**src/rtl/alu_arb_pkg.sv**
```systemverilog
// rtl/alu_arb_pkg.sv - shared types and constants for the ALU arbiter
package alu_arb_pkg;

  typedef enum logic [1:0] {
    IDLE = 2'd0,
    WAIT = 2'd1,
    RESP = 2'd2
  } state_e;

  localparam logic [1:0] OP_ADD = 2'b00;
  localparam logic [1:0] OP_SUB = 2'b01;
  localparam logic [1:0] OP_ABS = 2'b10;
  localparam logic [1:0] OP_AVG = 2'b11;

  localparam int CNT_W = 4;

endpackage

```
**src/rtl/ALU.sv**
```systemverilog
// rtl/ALU.sv - 4-bit combinational ALU: add, subtract, abs-difference, halved sum
module ALU
  import alu_arb_pkg::*;
(
  input  logic [3:0] a_i,
  input  logic [3:0] b_i,
  input  logic [1:0] op_i,
  output logic [3:0] result_o,
  output logic       zero_o,
  output logic       ovf_o
);

  logic       is_sub;
  logic [3:0] b_x;
  logic [3:0] s;

  // One shared adder; subtract ops feed ~B with carry-in, flags come from the raw sum
  always_comb begin
    is_sub   = (op_i == OP_SUB) || (op_i == OP_ABS);
    b_x      = is_sub ? ~b_i : b_i;
    s        = a_i + b_x + {3'b000, is_sub};
    zero_o   = (s == 4'd0);
    ovf_o    = (a_i[3] == b_x[3]) && (s[3] != a_i[3]);
    result_o = s;
    case (op_i)
      OP_ABS:  result_o = s[3] ? (~s + 4'd1) : s;
      OP_AVG:  result_o = {s[3], s[3:1]};
      default: result_o = s;
    endcase
  end

endmodule

```
**src/rtl/alu_arbiter_rr_pick2.sv**
```systemverilog
// rtl/alu_arbiter_rr_pick2.sv - two-way round-robin grant picker
module rr_pick2 (
  input  logic [1:0] req_valid_i,
  input  logic       last_grant_i,
  output logic       grant_o,
  output logic       grant_valid_o
);

  // Under contention the port that did not win last time is chosen
  always_comb begin
    grant_valid_o = |req_valid_i;
    if (&req_valid_i) begin
      grant_o = ~last_grant_i;
    end else begin
      grant_o = req_valid_i[1] & ~req_valid_i[0];
    end
  end

endmodule

```
**src/rtl/alu_arbiter.sv**
```systemverilog
// rtl/alu_arbiter.sv - round-robin sequencer sharing one ALU between two ports (option: ALU_ARB_STATS_EN)
module alu_arbiter
  import alu_arb_pkg::*;
#(
  parameter int SETTLE_CYCLES = 2
) (
  input  logic       clk,
  input  logic       rst,
  input  logic [1:0] req_valid,
  output logic [1:0] req_ready,
  input  logic [7:0] req_a,
  input  logic [7:0] req_b,
  input  logic [3:0] req_op,
  output logic [1:0] rsp_valid,
  input  logic [1:0] rsp_ready,
  output logic [3:0] rsp_result,
  output logic       rsp_zero,
  output logic       rsp_ovf,
`ifdef ALU_ARB_STATS_EN
  output logic [7:0] grant_cnt0,
  output logic [7:0] grant_cnt1,
`endif
  output logic       busy
);

  state_e           state_q, state_d;
  logic             last_grant_q;
  logic             owner_q;
  logic [CNT_W-1:0] cnt_q;
  logic [3:0]       op_a_q, op_b_q;
  logic [1:0]       op_sel_q;
  logic [3:0]       rsp_result_q;
  logic             rsp_zero_q, rsp_ovf_q;

  logic             grant, grant_valid;
  logic             accept, rsp_hs, settle_done;
  logic [3:0]       alu_result;
  logic             alu_zero, alu_ovf;

  rr_pick2 u_pick (
    .req_valid_i  (req_valid),
    .last_grant_i (last_grant_q),
    .grant_o      (grant),
    .grant_valid_o(grant_valid)
  );

  ALU u_alu (
    .a_i     (op_a_q),
    .b_i     (op_b_q),
    .op_i    (op_sel_q),
    .result_o(alu_result),
    .zero_o  (alu_zero),
    .ovf_o   (alu_ovf)
  );

  assign accept      = (state_q == IDLE) && grant_valid;
  assign rsp_hs      = (state_q == RESP) && rsp_ready[owner_q];
  assign settle_done = (state_q == WAIT) && (cnt_q == '0);

  // State register
  always_ff @(posedge clk) begin
    if (rst) state_q <= IDLE;
    else     state_q <= state_d;
  end

  // Next-state logic
  always_comb begin
    state_d = state_q;
    case (state_q)
      IDLE:    if (accept)      state_d = WAIT;
      WAIT:    if (settle_done) state_d = RESP;
      RESP:    if (rsp_hs)      state_d = IDLE;
      default: state_d = IDLE;
    endcase
  end

  // Handshake and status outputs
  always_comb begin
    req_ready = accept ? (2'b01 << grant) : 2'b00;
    rsp_valid = (state_q == RESP) ? (2'b01 << owner_q) : 2'b00;
    busy      = (state_q != IDLE);
  end

  // Operand latch, settle counter and response capture
  always_ff @(posedge clk) begin
    if (rst) begin
      last_grant_q <= 1'b1;
      owner_q      <= 1'b0;
      cnt_q        <= '0;
      op_a_q       <= '0;
      op_b_q       <= '0;
      op_sel_q     <= '0;
      rsp_result_q <= '0;
      rsp_zero_q   <= 1'b0;
      rsp_ovf_q    <= 1'b0;
    end else begin
      if (accept) begin
        op_a_q       <= grant ? req_a[7:4]  : req_a[3:0];
        op_b_q       <= grant ? req_b[7:4]  : req_b[3:0];
        op_sel_q     <= grant ? req_op[3:2] : req_op[1:0];
        owner_q      <= grant;
        last_grant_q <= grant;
        cnt_q        <= CNT_W'(SETTLE_CYCLES - 1);
      end else if ((state_q == WAIT) && (cnt_q != '0)) begin
        cnt_q <= cnt_q - 1'b1;
      end
      if (settle_done) begin
        rsp_result_q <= alu_result;
        rsp_zero_q   <= alu_zero;
        rsp_ovf_q    <= alu_ovf;
      end
    end
  end

  assign rsp_result = rsp_result_q;
  assign rsp_zero   = rsp_zero_q;
  assign rsp_ovf    = rsp_ovf_q;

`ifdef ALU_ARB_STATS_EN
  logic [7:0] gcnt0_q, gcnt1_q;

  // Saturating per-port handshake counters
  always_ff @(posedge clk) begin
    if (rst) begin
      gcnt0_q <= '0;
      gcnt1_q <= '0;
    end else if (accept) begin
      if (!grant && (gcnt0_q != 8'hFF)) gcnt0_q <= gcnt0_q + 8'd1;
      if (grant  && (gcnt1_q != 8'hFF)) gcnt1_q <= gcnt1_q + 8'd1;
    end
  end

  assign grant_cnt0 = gcnt0_q;
  assign grant_cnt1 = gcnt1_q;
`endif

endmodule

```
**config.mk**
```make
export PLATFORM = sky130hd
export DESIGN_NAME = alu_arbiter
export DESIGN_NICKNAME = d
export VERILOG_FILES = /design/src/rtl/alu_arb_pkg.sv /design/src/rtl/ALU.sv /design/src/rtl/alu_arbiter_rr_pick2.sv /design/src/rtl/alu_arbiter.sv
export SDC_FILE = /design/constraint.sdc
export NUM_CORES = 1
export LEC_CHECK = 0
export CAP_MARGIN = 20
export CORE_ASPECT_RATIO = 1.2
export CORE_UTILIZATION = 54
export CTS_BUF_LIST = sky130_fd_sc_hd__clkbuf_4
export CTS_CLUSTER_DIAMETER = 30
export CTS_CLUSTER_SIZE = 28
export DETAILED_ROUTE_END_ITERATION = 16
export PLACE_DENSITY = 0.86
export REMOVE_ABC_BUFFERS = 1
export SYNTH_ARGS = -nofsm -noshare
export SYNTH_HDL_FRONTEND = slang
export SYNTH_HIERARCHICAL = 1
export SYNTH_SLANG_ARGS = --single-unit
```
**constraint.sdc**
```tcl
create_clock -name clk -period 4.7 [get_ports clk]
set_input_delay 0.94 -clock clk [delete_from_list [all_inputs] [get_ports clk]]
set_output_delay 0.94 -clock clk [all_outputs]
set_load 0.03 [all_outputs]
```
# Word level (Yosys, flattened, before mapping)
# Cells that the tools add are included.
dict set report totals {
  output_inout_bits 11
  in_bits 26
  elab_cells 66
  ff_bits 24
}
dict set report op_classes {
  eq_ne 10
  n_shift 2
  n_addsub 4
  n_lt_le_gt_ge 1
  mux 17
  n_bitwise 5
  n_reduce_logical 16
}
# cell count
set op_table {}
lappend op_table {{$mux W4} 4}
lappend op_table {{$mux W2} 6}
lappend op_table {{$logic_not A4 Y1} 2}
lappend op_table {{$not A4 Y4} 2}
lappend op_table {{$pmux W4 S2} 1}
lappend op_table {{$eq A2 B2 Y1 const B} 3}
lappend op_table {{$ne A2 B2 Y1 const B} 3}
lappend op_table {{$pmux W2 S3} 1}
lappend op_table {{$logic_and A1 B1 Y1} 5}
lappend op_table {{$mux W1} 5}
lappend op_table {{$add A4 B1 Y4} 1}
lappend op_table {{$add A4 B1 Y4 const B} 1}
lappend op_table {{$add A4 B4 Y4} 1}
lappend op_table {{$eq A2 B1 Y1 const B} 2}
lappend op_table {{$reduce_bool A2 Y1} 2}
lappend op_table {{$reduce_bool A4 Y1} 1}
lappend op_table {{$reduce_or A2 Y1} 2}
lappend op_table {{$shl A1 B1 Y2 const A} 2}
lappend op_table {{$sub A4 B1 Y4 const B} 1}
lappend op_table {{$reduce_and A3 Y1} 1}
lappend op_table {{$logic_not A2 Y1} 1}
lappend op_table {{$lt A1 B2 Y1 const B} 1}
lappend op_table {{$not A1 Y1} 2}
lappend op_table {{$reduce_and A2 Y1} 1}
lappend op_table {{4 further kinds} 4}

# Logic depth before layout (Yosys ltp)
# Gate-level depths: netlist of run 1.
dict set report depth {
  ltp_word 9
  mapped_depth 13
}

# Cells and area by module
# The synthesis of run 1 kept the hierarchy.
# module cells_per_inst area_each_um2 instances seq_area_each_um2
set by_module_without_submodules {}
lappend by_module_without_submodules {alu_arbiter 117 1069.8 1 480.5}
lappend by_module_without_submodules {ALU 40 329.1 1 0.0}
lappend by_module_without_submodules {rr_pick2 2 13.8 1 0.0}

# Least setup slack after synthesis of run 1
# No wires, ideal clock.
dict set report synth_timing {
  path_kind {input to output}
  startpoint {input port req_valid[1]}
  endpoint {output port req_ready[0]}
  arrival_time_ns 1.747
  path_stages 3
  path_slack_ns 2.013
  cell_sequence {a21boi_1 > buf_2 > nor2_1}
}
dict set report synth_between {
  elab_chain_cells 4
}
# element line_no
set synth_rtl {}
lappend synth_rtl {{from (decl)} alu_arbiter.sv:9} ;# input logic [1:0] req_valid,
lappend synth_rtl {{$and A1 B1 Y1 or $reduce_and A2 Y1 (tied branches)} {alu_arbiter_rr_pick2.sv:15, alu_arbiter_rr_pick2.sv:12}}
lappend synth_rtl {{$mux W1} alu_arbiter_rr_pick2.sv:12} ;# if (&req_valid_i) begin
lappend synth_rtl {{$shl A1 B1 Y2} alu_arbiter.sv:79} ;# req_ready = accept ? (2'b01 << grant) : 2'b00;
lappend synth_rtl {{$mux W2 *} alu_arbiter.sv:79}
lappend synth_rtl {{to (decl)} alu_arbiter.sv:10} ;# output logic [1:0] req_ready,
# Mark *: on every way between the ends. The rest lies on a longest branch, timed or not.

# Worst setup path after layout of run 1
dict set report layout_timing {
  startpoint {input port req_valid[0]}
  endpoint {output port req_ready[1]}
}
# element line_no
set layout_lines {}
lappend layout_lines {{$reduce_or A2 Y1} alu_arbiter_rr_pick2.sv:11} ;# grant_valid_o = |req_valid_i;
lappend layout_lines {{named net grant_valid} alu_arbiter.sv:35} ;# logic grant, grant_valid;
lappend layout_lines {{$logic_and A1 B1 Y1} alu_arbiter.sv:56} ;# assign accept = (state_q == IDLE) && grant_valid;
lappend layout_lines {{$mux W2} alu_arbiter.sv:79}
# The timed path passes the listed nets, and every way through them passes these cells.

==> flow_metrics.py, run 1 <==
metrics = {
    "run_status": {
        "status": "finished clean",
    },
    "clocking": {
        "clock_latency_ns": 0.32,
        "holdBufCountCts": 0,
        "htree_num_levels": 1,
        "cts_resized": 0,
        "cts_tree": "done",
        "root_buffer": "clkbuf_4",
        "cts_sinks": 24,
        "cts.path.max_buffers": 2,
        "clk_pin_slew_worst_paths_ns": 0.14,
        "post-cts-setup-buffer-count": 0,
        "cts_buffers": 3,
    },
    "hold_path": {
        "hp-class": "register to register",
    },
    "logic_synthesis": {
        "ys_seq_area_frac": 0.340,
        "synth_top_family_by_area": "simple AND/OR/NAND/NOR gates",
        "ys_ff_latch": 24,
        "synthAdderAreaFrac": 0.0673,
        "yosys.area_share.simple": 0.200,
        "syn_inst": 159,
        "syn-mean-instance-area_um2": 8.88,
        "yosysWarnings": 6,
        "synthMuxAreaShare": 0.0992,
        "synth-xor-area-share": 0.0549,
        "synth-compound-area-share": 0.190,
        "synth_area_um2": 1410,
        "synth.distinct_cells": 38,
    },
    "setup_path": {
        "cp_max_fo": 25,
        "cp_common_cell": "clkdlybuf4s50_1",
        "crit_path_top_delay_cell": "clkdlybuf4s50_1",
        "cp-start-kind": "input port",
        "crit_required_ns": 3.76,
        "crit_type": "input port to output pin",
        "crit_path_max_incr_delay_ns": 0.67,
        "cp-end-kind": "output pin",
        "arrival_ns": 2.84,
        "path_cells": "clkdlybuf4s50_1, or2_1, nor3b_4, buf_4, and2_1, clkdlybuf4s50_1",
    },
    "timing": {
        "fin_crit_sh": 0.803,
        "final.setup.worst_slack_ns": 0.924,
        "tns_ns": 0,
        "post-route-min-period_ns": 3.78,
        "grt_setup_unrepaired": "no",
        "fin_skew_ns": 0.00465,
        "hold_viol": 0,
        "drv_slew": 0,
        "setup_viol": 0,
        "worst_pin_slew_ns": 0.796,
        "fmax_mhz": 265,
        "relSlewSlack": 0.468,
    },
    "floorplanning": {
        "row_count": 19,
        "die_x_um": 48.7,
        "core_area_um2": 2380,
        "ioPinCount": 37,
        "initial_utilization": 0.594,
        "die-height_um": 58.0,
        "fp.dieArea_um2": 2830,
    },
    "placement": {
        "placed_area_um2": 1790,
        "gp_congestion": 0.826,
        "place_ws_ns": 0.925,
        "hpwl_um": 2290,
        "portBuffers": 36,
    },
    "finish": {
        "final_cell_mix": "clkdlybuf4s50_1 (36), dfxtp_1 (24), nor2_1 (17)",
        "stdcell_area_um2": 1840,
        "layout_commonest_cell": "clkdlybuf4s50_1",
        "syn2layout_area_growth_pct": 30.4,
        "drive_gt1_frac": 0.0674,
        "antenna_cells": 0,
        "num-nets-final": 227,
    },
    "global_route": {
        "grt_pass1_vias": 1233,
        "track_usage": 0.233,
        "overflow": 0,
        "grt_pass1_wl_um": 5190,
        "antenna_found_initial": 0,
        "grt_max_degree": 26,
    },
    "power": {
        "ir_drop_mv": 0.380,
        "powerDensity_nw_per_um2": 445,
        "leakage_nw": 0.709,
    },
    "routing": {
        "drc_errors": 0,
        "vias_per_cell": 5.60,
        "vias": 1255,
        "antenna_left": 0,
        "wirelength_um": 2970,
        "dr.pass1.iters": 4,
        "routedWlPerCell_um": 13.3,
        "first_iter_violations": 22,
    },
    "flow_run": {
        "max_cap_violations": 0,
    },
}
-- layout make-up --
type                       instances  area, µm²
sequential                        24        480
clock inverter                     1       30.0
multi-input combinational        119        865
clock buffer                       3       22.5
timing repair buffer              38        375
tap                               31       38.8
inverter                           8       30.0
fill                             160        536
-- report_power, final --
group | switching, W | total, W | internal [W]
sequential | 0.0000251 | 0.000257 | 0.000232
clock | 0.0000656 | 0.000152 | 0.0000862
combinational | 0.000228 | 0.000411 | 0.000182
-- critical path: cells and delay by family --
family / cells / cell delay, ns
buf+inv: 3 / 1.42
simple gates: 3 / 0.47
-- logic make-up (layout without fill, tap and decap cells) --
family,count (synthesis),count (layout)
AOI/OAI and AO/OA,41,41
buffers and inverters,16,50
muxes,14,14
DFF,24,24
and+or+nand+nor,49,49
adders and majority gates,7,7
xor gates and xnor gates,8,8
-- sequential cells by signal (all words and copies together) (netlist names) --
| register | flops |
|---|---|
| cnt_q | 4 |
| last_grant_q | 1 |
| op_a_q | 4 |
| op_b_q | 4 |
| op_sel_q | 2 |
| owner_q | 1 |
| rsp_ovf | 1 |
| rsp_result | 4 |
| rsp_zero | 1 |
| state_q | 2 |
-- synthesized netlist by cell type (all sizes together) --
master | number | share of area
a211o | 1 | 0.0062
a211oi | 15 | 0.080
a21boi | 1 | 0.0053
a21oi | 12 | 0.043
and2 | 1 | 0.0044
and3b | 1 | 0.0062
buf | 5 | 0.018
clkbuf | 3 | 0.0089
dfxtp | 24 | 0.34
fa | 1 | 0.014
ha | 6 | 0.053
inv | 8 | 0.021
mux2i | 14 | 0.099
nand2 | 3 | 0.0080
nand2b | 1 | 0.0044
nand3 | 6 | 0.021
nand3b | 1 | 0.0053
nand4b | 1 | 0.0062
nor2 | 17 | 0.045
nor2b | 5 | 0.022
nor3 | 3 | 0.014
nor3b | 4 | 0.033
o21ai | 10 | 0.035
o31a | 1 | 0.0062
o31ai | 1 | 0.015
or2 | 2 | 0.0089
or3 | 1 | 0.0044
or3b | 1 | 0.0062
or4 | 2 | 0.011
xnor2 | 5 | 0.031
xor2 | 3 | 0.024
-- through the flow --
step | util | hold WS [ns] | total power (W) | instances
6_report | 0.775 | 0.485 | 0.000819 | 224
5_1_grt | 0.775 | 0.510 | 0.000874 | 224
4_1_cts | 0.775 | 0.487 | 0.000823 | 224
3_5_place_dp | 0.753 | 0.455 | 0.000673 | 220
3_3_place_gp | 0.753 | 0.461 | 0.000653 | 220
2_1_floorplan | - | 0.436 | 0.000561 | 151
-- worst paths after layout --
path	startpoint	to	slack, ns	cells after the start
setup / recovery	req_valid[0]	req_ready[1]	0.92	6
hold / removal	last_grant_q$_SDFFE_PP1P_	last_grant_q$_SDFFE_PP1P_	0.48	1
setup reg to reg	op_sel_q[0]$_SDFFE_PP0P_	rsp_result[2]$_SDFFE_PP0P_	2.00	13
hold reg to reg	last_grant_q$_SDFFE_PP1P_	last_grant_q$_SDFFE_PP1P_	0.48	1
-- layer usage --
metal | vias up | wire length [µm] | GRT usage
li1 | 635 | - | -
met1 | 593 | 1270 | 0.270
met2 | 25 | 1600 | 0.452
met3 | 2 | 75 | 0.0236
met4 | 0 | 21 | 0.0630
met5 | - | 0 | 0
Note: power is estimated with default switching activity, not from simulation.
==> inputs of run 2 (changes only) <==
- CORE_UTILIZATION: 54 -> 45
- PLACE_DENSITY: 0.86 -> 0.77
- clock period: 4.7 -> 3.4 ns (I/O delays scaled with it)
==> run 2 against run 1 <==
Die area grew 19%. Non-clock buffer count is 1 higher. Cell area decreased by 0.95%. Via count decreased by 1.9%. Highest routed layer unchanged. Worst setup slack lost 0.29 ns. Total power grew 28%. Largest cell class unchanged.
==> flow_metrics.py, run 2 (same netlist as run 1, synthesis figures left out) <==
metrics = {
    "clocking": {
        "post-cts-setup-buffer-count": 0,
        "cts_sinks": 24,
        "cts.path.max_buffers": 2,
        "cts_buffers": 3,
        "htree_num_levels": 1,
        "clock_latency_ns": 0.30,
        "holdBufCountCts": 0,
        "cts_resized": 0,
        "cts_tree": "done",
        "root_buffer": "clkbuf_4",
        "clk_pin_slew_worst_paths_ns": 0.13,
    },
    "hold_path": {
        "whs_path_depth": 2,
        "hp-class": "register to register",
        "hold_start": "rsp_result[0]$_SDFFE_PP0P_",
        "hold_end": "rsp_result[0]$_SDFFE_PP0P_",
    },
    "setup_path": {
        "worst-r2r-setup-slack_ns": 0.72,
        "crit_required_ns": 2.72,
        "crit_type": "input port to output pin",
        "r2r-end": "rsp_result[2]$_SDFFE_PP0P_",
        "crit_path_top_delay_cell": "clkdlybuf4s50_1",
        "cp-end-kind": "output pin",
        "path_cells": "clkdlybuf4s50_1, or2_1, nand2_1, nor2_1, clkdlybuf4s50_1",
        "cp_max_fo": 2,
        "crit_path_max_incr_delay_ns": 0.67,
        "arrival_ns": 2.09,
        "cp-start-kind": "input port",
        "worstReg2RegStart": "op_sel_q[0]$_SDFFE_PP0P_",
        "r2r_cells": 13,
        "cp_common_cell": "clkdlybuf4s50_1",
    },
    "flow_run": {
        "max_cap_violations": 0,
    },
    "timing": {
        "hold_viol": 0,
        "fmax_mhz": 361,
        "tns_ns": 0,
        "post-route-min-period_ns": 2.77,
        "drv_slew": 0,
        "relSlewSlack": 0.618,
        "fin_crit_sh": 0.814,
        "fin_skew_ns": 0.00315,
        "setup_viol": 0,
        "grt_setup_unrepaired": "no",
        "holdWs_ns": 0.485,
        "worst_pin_slew_ns": 0.572,
    },
    "power": {
        "power.share.clock": 0.118,
        "powerDensity_nw_per_um2": 574,
        "intPower_w": 0.000616,
        "combPwrFrac": 0.544,
        "share_seq_of_total_power": 0.337,
        "switching_power_w": 0.000431,
        "netSwitchingFraction": 0.412,
        "total_power_w": 0.00105,
        "ir_drop_mv": 0.362,
        "leakage_nw": 0.703,
    },
    "finish": {
        "final_cell_mix": "clkdlybuf4s50_1 (35), dfxtp_1 (24), nor2_1 (17)",
        "layoutNonFillerInstCount": 228,
        "layout_commonest_cell": "clkdlybuf4s50_1",
        "antenna_cells": 0,
        "syn2layout_area_growth_pct": 29.1,
        "drive_gt1_frac": 0.0722,
        "num-nets-final": 228,
    },
    "global_route": {
        "track_usage": 0.182,
        "grt_pass1_wl_um": 4680,
        "antenna_found_initial": 0,
        "overflow": 0,
        "grt_pass1_vias": 1135,
        "grt_max_degree": 25,
    },
    "placement": {
        "portBuffers": 36,
        "dp_cells": 224,
        "hpwl_um": 2220,
        "gp_congestion": 0.717,
    },
    "run_status": {
        "status": "finished clean",
    },
    "routing": {
        "routedWlPerCell_um": 12.2,
        "vias_per_cell": 5.40,
        "first_iter_violations": 18,
        "vias": 1231,
        "wirelength_um": 2790,
        "dr.pass1.iters": 4,
        "antenna_left": 0,
        "drc_errors": 0,
    },
    "floorplanning": {
        "die-height_um": 63.4,
        "ioPinCount": 37,
        "die_x_um": 53.1,
        "fp.dieArea_um2": 3370,
        "initial_utilization": 0.489,
        "row_count": 21,
        "core_area_um2": 2890,
    },
}
[run 2: cell types whose count changed in the layout (fill, tap and decap cells not counted), sizes merged]
cell,before,now
buf,2,4
bufinv,1,0
clkinv,0,1
clkdlybuf4s50,36,35
[run 2: stage by stage]
step / worst slack (ns) / instance area [µm²] / utilization
CTS: 0.624 / 1820 / 0.631
finish: 0.632 / 1820 / 0.631
global route: 0.545 / 1820 / 0.631
detailed placement: 0.637 / 1800 / 0.622
global placement: 0.652 / 1800 / 0.622
floorplan: 0.762 / 1380 / -
[run 2: final cells by class]
| class | count | area [µm²] |
|---|---|---|
| clock buffer | 3 | 22.5 |
| timing repair buffer | 39 | 380 |
| inverter | 8 | 30.0 |
| clock inverter | 1 | 3.75 |
| multi-input combinational | 119 | 865 |
| sequential | 24 | 480 |
| tap | 34 | 42.5 |
| fill | 250 | 1070 |
[run 2: power by group through the flow]
stage / logic, W / clock network, W / registers (W)
3_3_place_gp: 0.000544 / 0 / 0.000358
6_report: 0.000570 / 0.000124 / 0.000353
3_5_place_dp: 0.000568 / 0 / 0.000360
2_1_floorplan: 0.000402 / 0 / 0.000374
4_1_cts: 0.000571 / 0.000130 / 0.000354
5_1_grt: 0.000626 / 0.000144 / 0.000358
[run 2: per-layer routing]
metal	up-vias	global-route usage	wire [µm]
li1	638	-	-
met1	557	0.233	1320
met2	32	0.293	1330
met3	4	0.0217	83
met4	0	0.0888	58
met5	-	0	0
[run 2: how the worst max path moves through the flow]
stage,from,endpoint
after floorplan,req_valid[1],req_ready[1]
after global placement,req_valid[0],req_ready[0]
after detailed placement,req_valid[0],req_ready[0]
after CTS,req_valid[0],req_ready[0]
after global routing,req_valid[0],req_ready[0]
final,req_valid[0],req_ready[0]
[run 2: worst max-delay path, delay by kind of cell]
kind	cells	cell delay (ns)
buffers and inverters	2	1.14
and+or+nand+nor	3	0.26
